File: src/rtl/pdm_cic_decimator.sv
// -----------------------------------------------------------------------------
// pdm_cic_decimator
//
// Third-order CIC (sinc^3) decimator. Turns a 1-bit PDM stream into signed
// W-bit PCM samples at 1/R of the PDM sample rate. Each decimated sample
// goes into a one-deep valid/ready output buffer. A sticky overflow flag
// records any sample that was dropped because the buffer was still full.
//
// Parameters
//   W  PCM output width in bits (default 16)
//   R  decimation ratio, power of two in 4..256, with 3*log2(R) >= W-1
//
// Ports
//   clk        system clock
//   rst_n      asynchronous active-low reset
//   pdm_in     PDM bit (1 -> +1, 0 -> -1), sampled when pdm_valid is high
//   pdm_valid  PDM sample strobe
//   pcm_out    signed PCM sample, meaningful while pcm_valid is high
//   pcm_valid  output buffer holds a sample
//   pcm_ready  consumer accepts; transfer on pcm_valid && pcm_ready
//   ovf        sticky flag: a decimated sample was dropped
//   ovf_clr    synchronous clear of ovf
//
// Build option
//   PDM_CIC_SYNC_EN  when defined, pdm_in and pdm_valid pass through a
//                    two-flop synchronizer. All input-referred latencies
//                    then grow by two cycles.
// -----------------------------------------------------------------------------
module pdm_cic_decimator #(
  parameter int W = 16,
  parameter int R = 64
) (
  input  logic                clk,
  input  logic                rst_n,
  input  logic                pdm_in,
  input  logic                pdm_valid,
  output logic signed [W-1:0] pcm_out,
  output logic                pcm_valid,
  input  logic                pcm_ready,
  output logic                ovf,
  input  logic                ovf_clr
);

  localparam int L     = $clog2(R);
  localparam int B     = 3 * L + 2;
  localparam int SHIFT = 3 * L - (W - 1);

  localparam logic signed [B-1:0] Y_MAX = B'((2 ** (W - 1)) - 1);
  localparam logic signed [B-1:0] Y_MIN = -Y_MAX - B'(1);

  logic in_bit;
  logic in_vld;

`ifdef PDM_CIC_SYNC_EN
  logic [1:0] sync_bit;
  logic [1:0] sync_vld;

  always_ff @(posedge clk or negedge rst_n) begin
    if (!rst_n) begin
      sync_bit <= '0;
      sync_vld <= '0;
    end else begin
      sync_bit <= {sync_bit[0], pdm_in};
      sync_vld <= {sync_vld[0], pdm_valid};
    end
  end

  assign in_bit = sync_bit[1];
  assign in_vld = sync_vld[1];
`else
  assign in_bit = pdm_in;
  assign in_vld = pdm_valid;
`endif

  // Integrator section. All three stages update in the same cycle, and each
  // stage uses the freshly updated value of the stage before it. Wrap-around
  // modulo 2^B is intentional: the combs cancel it exactly.
  logic signed [B-1:0] x;
  logic signed [B-1:0] i1, i2, i3;
  logic signed [B-1:0] i1_n, i2_n, i3_n;
  logic [L-1:0]        ph;
  logic                strobe;

  assign x      = in_bit ? {{(B-1){1'b0}}, 1'b1} : {B{1'b1}};
  assign i1_n   = i1 + x;
  assign i2_n   = i2 + i1_n;
  assign i3_n   = i3 + i2_n;
  assign strobe = in_vld && (ph == {L{1'b1}});

  always_ff @(posedge clk or negedge rst_n) begin
    if (!rst_n) begin
      i1 <= '0;
      i2 <= '0;
      i3 <= '0;
      ph <= '0;
    end else if (in_vld) begin
      i1 <= i1_n;
      i2 <= i2_n;
      i3 <= i3_n;
      ph <= ph + L'(1);
    end
  end

  // Decimation register. s_pulse marks the single cycle in which s holds a
  // new sample and the comb section must run.
  logic signed [B-1:0] s;
  logic                s_pulse;

  always_ff @(posedge clk or negedge rst_n) begin
    if (!rst_n) begin
      s       <= '0;
      s_pulse <= 1'b0;
    end else begin
      s_pulse <= strobe;
      if (strobe) begin
        s <= i3_n;
      end
    end
  end

  // Comb section at the decimated rate. The differences are combinational.
  // The delay registers advance only on s_pulse.
  logic signed [B-1:0] s_d, c1_d, c2_d;
  logic signed [B-1:0] c1, c2, c3;

  assign c1 = s - s_d;
  assign c2 = c1 - c1_d;
  assign c3 = c2 - c2_d;

  always_ff @(posedge clk or negedge rst_n) begin
    if (!rst_n) begin
      s_d  <= '0;
      c1_d <= '0;
      c2_d <= '0;
    end else if (s_pulse) begin
      s_d  <= s;
      c1_d <= c1;
      c2_d <= c2;
    end
  end

  // Scale the full-precision comb output down to W bits. A full-scale input
  // gives exactly +2^(W-1), which is the only value that needs clipping.
  // The lower clamp is kept for safety.
  logic signed [B-1:0] c3_sh;
  logic signed [W-1:0] y_sat;

  assign c3_sh = c3 >>> SHIFT;

  always_comb begin
    y_sat = c3_sh[W-1:0];
    if (c3_sh > Y_MAX) begin
      y_sat = Y_MAX[W-1:0];
    end else if (c3_sh < Y_MIN) begin
      y_sat = Y_MIN[W-1:0];
    end
  end

  // One-deep output buffer. A new sample may replace the held one only if
  // the buffer is empty or is being emptied in this same cycle. Otherwise
  // the new sample is dropped and ovf is set. A new overflow wins over
  // ovf_clr when both happen in the same cycle.
  logic drop;

  assign drop = s_pulse && pcm_valid && !pcm_ready;

  always_ff @(posedge clk or negedge rst_n) begin
    if (!rst_n) begin
      pcm_out   <= '0;
      pcm_valid <= 1'b0;
      ovf       <= 1'b0;
    end else begin
      if (s_pulse && (!pcm_valid || pcm_ready)) begin
        pcm_out   <= y_sat;
        pcm_valid <= 1'b1;
      end else if (pcm_valid && pcm_ready) begin
        pcm_valid <= 1'b0;
      end

      if (drop) begin
        ovf <= 1'b1;
      end else if (ovf_clr) begin
        ovf <= 1'b0;
      end
    end
  end

endmodule

File: config.mk
export PLATFORM = sky130hd
export DESIGN_NAME = pdm_cic_decimator
export DESIGN_NICKNAME = d
export VERILOG_FILES = /design/src/rtl/pdm_cic_decimator.sv
export SDC_FILE = /design/constraint.sdc
export NUM_CORES = 1
export LEC_CHECK = 0
export ABC_AREA = 1
export BUFFER_PORTS_ARGS = -buffer_cell sky130_fd_sc_hd__buf_2
export CAP_MARGIN = 20
export CELL_PAD_IN_SITES_DETAIL_PLACEMENT = 0
export CELL_PAD_IN_SITES_GLOBAL_PLACEMENT = 1
export CORE_MARGIN = 2
export CORE_UTILIZATION = 40
export DETAILED_ROUTE_END_ITERATION = 16
export GPL_ROUTABILITY_DRIVEN = 0
export HOLD_SLACK_MARGIN = 0.06
export PLACE_DENSITY_LB_ADDON = 0.15
export REMOVE_ABC_BUFFERS = 1
export SYNTH_ARGS = -nofsm -noshare
export SYNTH_HDL_FRONTEND = slang
export SYNTH_SLANG_ARGS = --single-unit
File: constraint.sdc
create_clock -name clk -period 8.65 [get_ports clk]
set_clock_uncertainty 0.05 [all_clocks]
set_input_delay 0.4325 -clock clk [delete_from_list [all_inputs] [get_ports clk]]
set_output_delay 0.4325 -clock clk [all_outputs]
set_load 0.02 [all_outputs]
==> flow_summary.ini, run 1 <==
[clocking]
cts.htree.levels = 4
clk_latency_ns = 0.44
cts_buffer_depth = 2
cts_resized = 0
post_cts_buffers = 0
clock-sinks = 165
clk_pin_slew_ns = 0.07
cts_tree = yes
numCtsBuffers = 17
ctsRootBufferMaster = clkbuf_16
cts_hold_buf = 0

[setup_path]
worstPathRequired_ns = 8.95
start_kind = input port
crit_slowest_cell = inv_1
crit_type = input port to flip-flop
cp-end-kind = flip-flop
path_max_fanout = 18
crit_buf_inv = 5
crit_path_max_incr_delay_ns = 0.50
cp_data_arrival_time_ns = 5.83
worst_path_most_repeated_cell = nand2_1
path_delay_family = simple AND/OR/NAND/NOR gates

[yosys]
synth_area_sq_mm = 0.0117
ys_ff_latch = 165
synthCells = 1556
syn_area_per_cell_sq_um = 7.54
ys_seq_area_share_pct = 35.2
synth_edf_count = 0
synthArstFlopShare_pct = 100
synth_warnings = 0
synthDistinctLibCells = 43
synthFlopType = dfrtp_1

[final_layout]
nets = 1696
syn_to_final_growth_pct = 9.12
drive_gt1_share_pct = 5.93
layout_common_cells = nand2_1, inv_1, dfrtp_1
n_antenna_cell = 0
nFillCells = 3028
final_common_cell = nand2_1
final_util_pct = 44.5

[detailed_routing]
routed_wl_um = 26900
remaining_drc_errors = 0
vias = 9618
drtAntennaViolNets = 0
wire_per_inst_um = 13.7
drt-initial-drc-count = 344
dr.pass1.iters = 4
via_per_inst = 4.88

[global_routing]
track_usage_pct = 18.8
grt_pass1_wl_um = 46700
grt.overflow.total = 0
antenna_found_initial = 0
first_global_vias = 9941
grt_max_degree = 96

[sta]
clock.fmax_ghz = 0.181
setup_violations = 0
max_slew_margin_pct = 38.8
finalCritPeriodShare_pct = 64.0
timing.hold.ws_ns = 0.0407
drv_slew = 0
rsz0062_at_grt = false
period_needed_ns = 5.54
tns_ns = 0
tightest_slew_ns = 0.919
hold_viol = 0

[die]
start_util_pct = 40.7
core_region_area_sq_mm = 0.0288
die_h_um = 175
top_level_ports = 24
die_area_sq_mm = 0.0307
die_x_um = 175
placementRows = 62

[hold_path]
hold_class = input port to asynchronous set/reset pin

[placement]
hpwl_um = 20400
port_buffers = 23

[flow_run]
cap_violations = 0

[run_status]
status = complete, no violations
routing by layer:
layer  global-route usage [%]  vias up  share of wire (%)
li1                         -     5127                  -
met1                     21.1     4347                 44
met2                     35.7      102                 52
met3                     2.68       42                1.9
met4                     7.08        0                2.9
met5                        0        -                  0
Yosys cell counts (6+ instances only):
cell type,number,area share (%)
nor3_1,13,0.55
nor2_1,66,2.1
ha_1,113,12
nand3_1,66,2.8
nand4_1,13,0.69
o21ai_1,7,0.30
nand2_1,466,15
inv_1,170,5.4
and2_1,7,0.37
a21o_1,10,0.64
dfrtp_1,165,35
o211ai_1,10,0.64
xor2_1,67,5.0
o21ai_0,131,5.6
clkbuf_1,24,0.77
a21oi_2,11,0.82
a21oi_1,119,5.1
xnor2_1,29,2.2
buf_1,6,0.19
layout make-up:
cell class | count | area [sq um] | area share [%]
Clock buffer | 20 | 457 | 3.57
Clock inverter | 12 | 95.1 | 0.743
Inverter | 174 | 653 | 5.10
Multi-Input combinational cell | 1185 | 6810 | 53.2
Sequential cell | 165 | 4130 | 32.3
Tap cell | 384 | 480 | 3.76
Timing Repair Buffer | 29 | 166 | 1.30
final timing paths:
kind	start	endpoint	slack [ns]	cells past startpoint
min reg2reg	i2[0]$_DFFE_PN0P_	i2[0]$_DFFE_PN0P_	0.43	2
min in group clk	ovf_clr	ovf$_DFFE_PN0P_	0.14	2
max reg2reg	s[3]$_DFFE_PN0P_	pcm_out[1]$_DFFE_PN0P_	3.18	29
max	pdm_in	i3[19]$_DFFE_PN0P_	3.11	34
min	rst_n	ovf$_DFFE_PN0P_	0.04	1
max in group asynchronous	rst_n	i3[9]$_DFFE_PN0P_	7.05	2
flip-flops by register name, summed over array words and instances (netlist names):
register,flops
i1,20
i2,20
pcm_out,16
ph,6
c2_d,20
c1_d,20
s_pulse,1
i3,20
ovf,1
s,20
s_d,20
pcm_valid,1
logic make-up (layout without fill, tap and decap cells):
family / count (synthesis) / in the layout / synth area share (%)
flip-flops: 165 / 165 / 35.2
AO/OA/AOI/OAI: 312 / 312 / 14.6
XOR/XNOR: 96 / 96 / 7.17
adder cells (fa/ha/maj): 118 / 118 / 12.9
buffers and inverters: 206 / 235 / 6.72
AND/OR/NAND/NOR: 659 / 659 / 23.4
through the flow:
step                      area (sq um)  instances  setup slack, ns
after global routing             12800       1969             2.50
after CTS                        12800       1969             3.06
final                            12800       1969             3.11
after detailed placement         12200       1937             2.62
after global placement           12200       1937             2.75
after floorplan                  11600       1524             3.55
Power of run 1 is not shown: default switching activity piles up to over one toggle a cycle in this logic, so the estimate is an artifact.
==> inputs of run 2 (changes only) <==
Settings changed: ABC_AREA 1 to 0.
Clock period 8.65 ns to 5.4 ns, I/O delays scaled along.
==> flow_summary.ini, run 2 <==
[yosys]
synth_area_sq_mm = 0.0111
yosys.area.top_type = dfrtp_1
synthArstFlopShare_pct = 100
synthDistinctLibCells = 67
ys_seq_area_share_pct = 37.2
synth_edf_count = 0
syn_area_per_cell_sq_um = 9.57
yosysMostFrequentCell = dfrtp_1
synth_warnings = 0
synthFlopType = dfrtp_1
synthCells = 1159
ys_ff_latch = 165
netlist_top_cells_area = dfrtp_1, ha_1, mux2_2, xnor2_1, o21ai_0
synthTopCellsByCount = dfrtp_1, ha_1, nand2_1
synth_top_area_share_pct = 37.2

[setup_path]
r2r-end = pcm_out[8]$_DFFE_PN0P_
worst_path_most_repeated_cell = a21oi_2
cp-end-kind = flip-flop
r2r_slack_ns = 0.03
cp-startpoint = s[0]$_DFFE_PN0P_
crit_type = flip-flop to flip-flop
crit_path_max_incr_delay_ns = 0.39
path_max_fanout = 5
crit-reg2reg-launch = s[0]$_DFFE_PN0P_
cp_data_arrival_time_ns = 5.63
start_kind = flip-flop
worstPathRequired_ns = 5.66
crit_slowest_cell = dfrtp_1
rr_worst_depth = 28

[placement]
pre_cts_slack_ns = -0.620
hpwl_um = 16200
port_buffers = 23

[final_layout]
nets = 1489
nFillCells = 2553
syn_to_final_growth_pct = 27.3
final_util_pct = 52.1
register_area_sq_mm = 0.00413
drive_gt1_share_pct = 30.3
layout_common_cells = buf_4, dfrtp_1, ha_1
multiInputGateArea_sq_mm = 0.00705
n_antenna_cell = 0
final_common_cell = buf_4

[die]
placementRows = 60
top_level_ports = 24
start_util_pct = 40.9
die_area_sq_mm = 0.0291
core_region_area_sq_mm = 0.0271
die_h_um = 171
die_x_um = 171

[detailed_routing]
wire_per_inst_um = 12.6
vias = 8537
drtAntennaViolNets = 0
drt-initial-drc-count = 237
remaining_drc_errors = 0
via_per_inst = 4.88
routed_wl_um = 22100
dr.pass1.iters = 4

[global_routing]
first_global_vias = 8403
grt_pass1_wl_um = 38200
grt_max_degree = 78
track_usage_pct = 16.0
antenna_found_initial = 0
grt.overflow.total = 0

[clocking]
clk_pin_slew_ns = 0.07
cts_tree = yes
cts_buffer_depth = 2
ctsRootBufferMaster = clkbuf_16
numCtsBuffers = 17
clock-sinks = 165
clk_latency_ns = 0.44
cts.htree.levels = 4

[sta]
tns_ns = 0
hold_viol = 0
max_slew_margin_pct = 49.9
rsz0062_at_grt = true
setup_violations = 0
finalCritPeriodShare_pct = 99.4
drv_slew = 0
clock.fmax_ghz = 0.186
period_needed_ns = 5.37
tightest_slew_ns = 0.752
timing.final.ws_setup_ns = 0.0324

[hold_path]
min_path_cells = 3
worstHoldStart = pcm_ready
hold_end = pcm_valid$_DFFE_PN0P_
hold_class = input port to flip-flop

[flow_run]
cap_violations = 0

[run_status]
status = complete, no violations
-- run 2: what timing repair did --
item / 4_1_cts / 5_1_grt
gates resized for setup: 37 / 88
setup buffers: 4 / 17
hold buffers: 2 / 0
gates cloned: 1 / 0
setup endpoints to repair: 26 / 26
endpoints found under the hold margin: 76 / 0
pin swaps: 23 / 57
-- run 2: how the worst max path moves through the flow --
stage and end:
6_report pcm_out[8]$_DFFE_PN0P_, 5_1_grt pcm_out[8]$_DFFE_PN0P_, 2_1_floorplan pcm_out[0]$_DFFE_PN0P_, 3_3_place_gp pcm_out[1]$_DFFE_PN0P_, 4_1_cts pcm_out[10]$_DFFE_PN0P_, 3_5_place_dp pcm_out[1]$_DFFE_PN0P_
-- run 2: area by class of cell --
| type | count | area share, % |
|---|---|---|
| clock buffers | 18 | 3.04 |
| clock inverters | 14 | 0.974 |
| inverters | 91 | 2.42 |
| multi-input cells | 877 | 49.9 |
| flip-flops and latches | 165 | 29.2 |
| well taps | 372 | 3.29 |
| repair buffers | 213 | 11.2 |
-- run 2: routing by layer --
layer | track usage (%) | wire (um) | vias up
li1 | - | - | 4489
met1 | 20.1 | 10700 | 3970
met2 | 28.5 | 10800 | 62
met3 | 2.68 | 421 | 16
met4 | 4.01 | 213 | 0
met5 | 0 | 0 | -
-- run 2: cell families after synthesis --
logic type | synth area share (%)
AOI/OAI and AO/OA | 17.2
and+or+nand+nor | 11.1
DFF | 37.2
adders and majority gates | 13.6
buffers and inverters | 4.07
xor gates and xnor gates | 8.77
muxes | 8.00
-- run 2: critical path, delay by kind of cell (launching register included) --
family,cells,cell delay (ns)
adders and majority gates,4,0.96
buffers and inverters,5,0.54
AOI/OAI and AO/OA,14,2.23
xor gates and xnor gates,3,0.57
and+or+nand+nor,2,0.48
DFF,1,0.39
-- run 2: metrics by stage --
step,area (sq um),hold slack (ns),cells
after floorplan,11000,-0.0756,1133
after global placement,12800,0.320,1696
after detailed placement,12800,0.323,1696
after CTS,13600,0.0768,1735
after global routing,14100,0.0925,1750
final,14100,0.0994,1750
Power of run 2 is left out for the same reason.
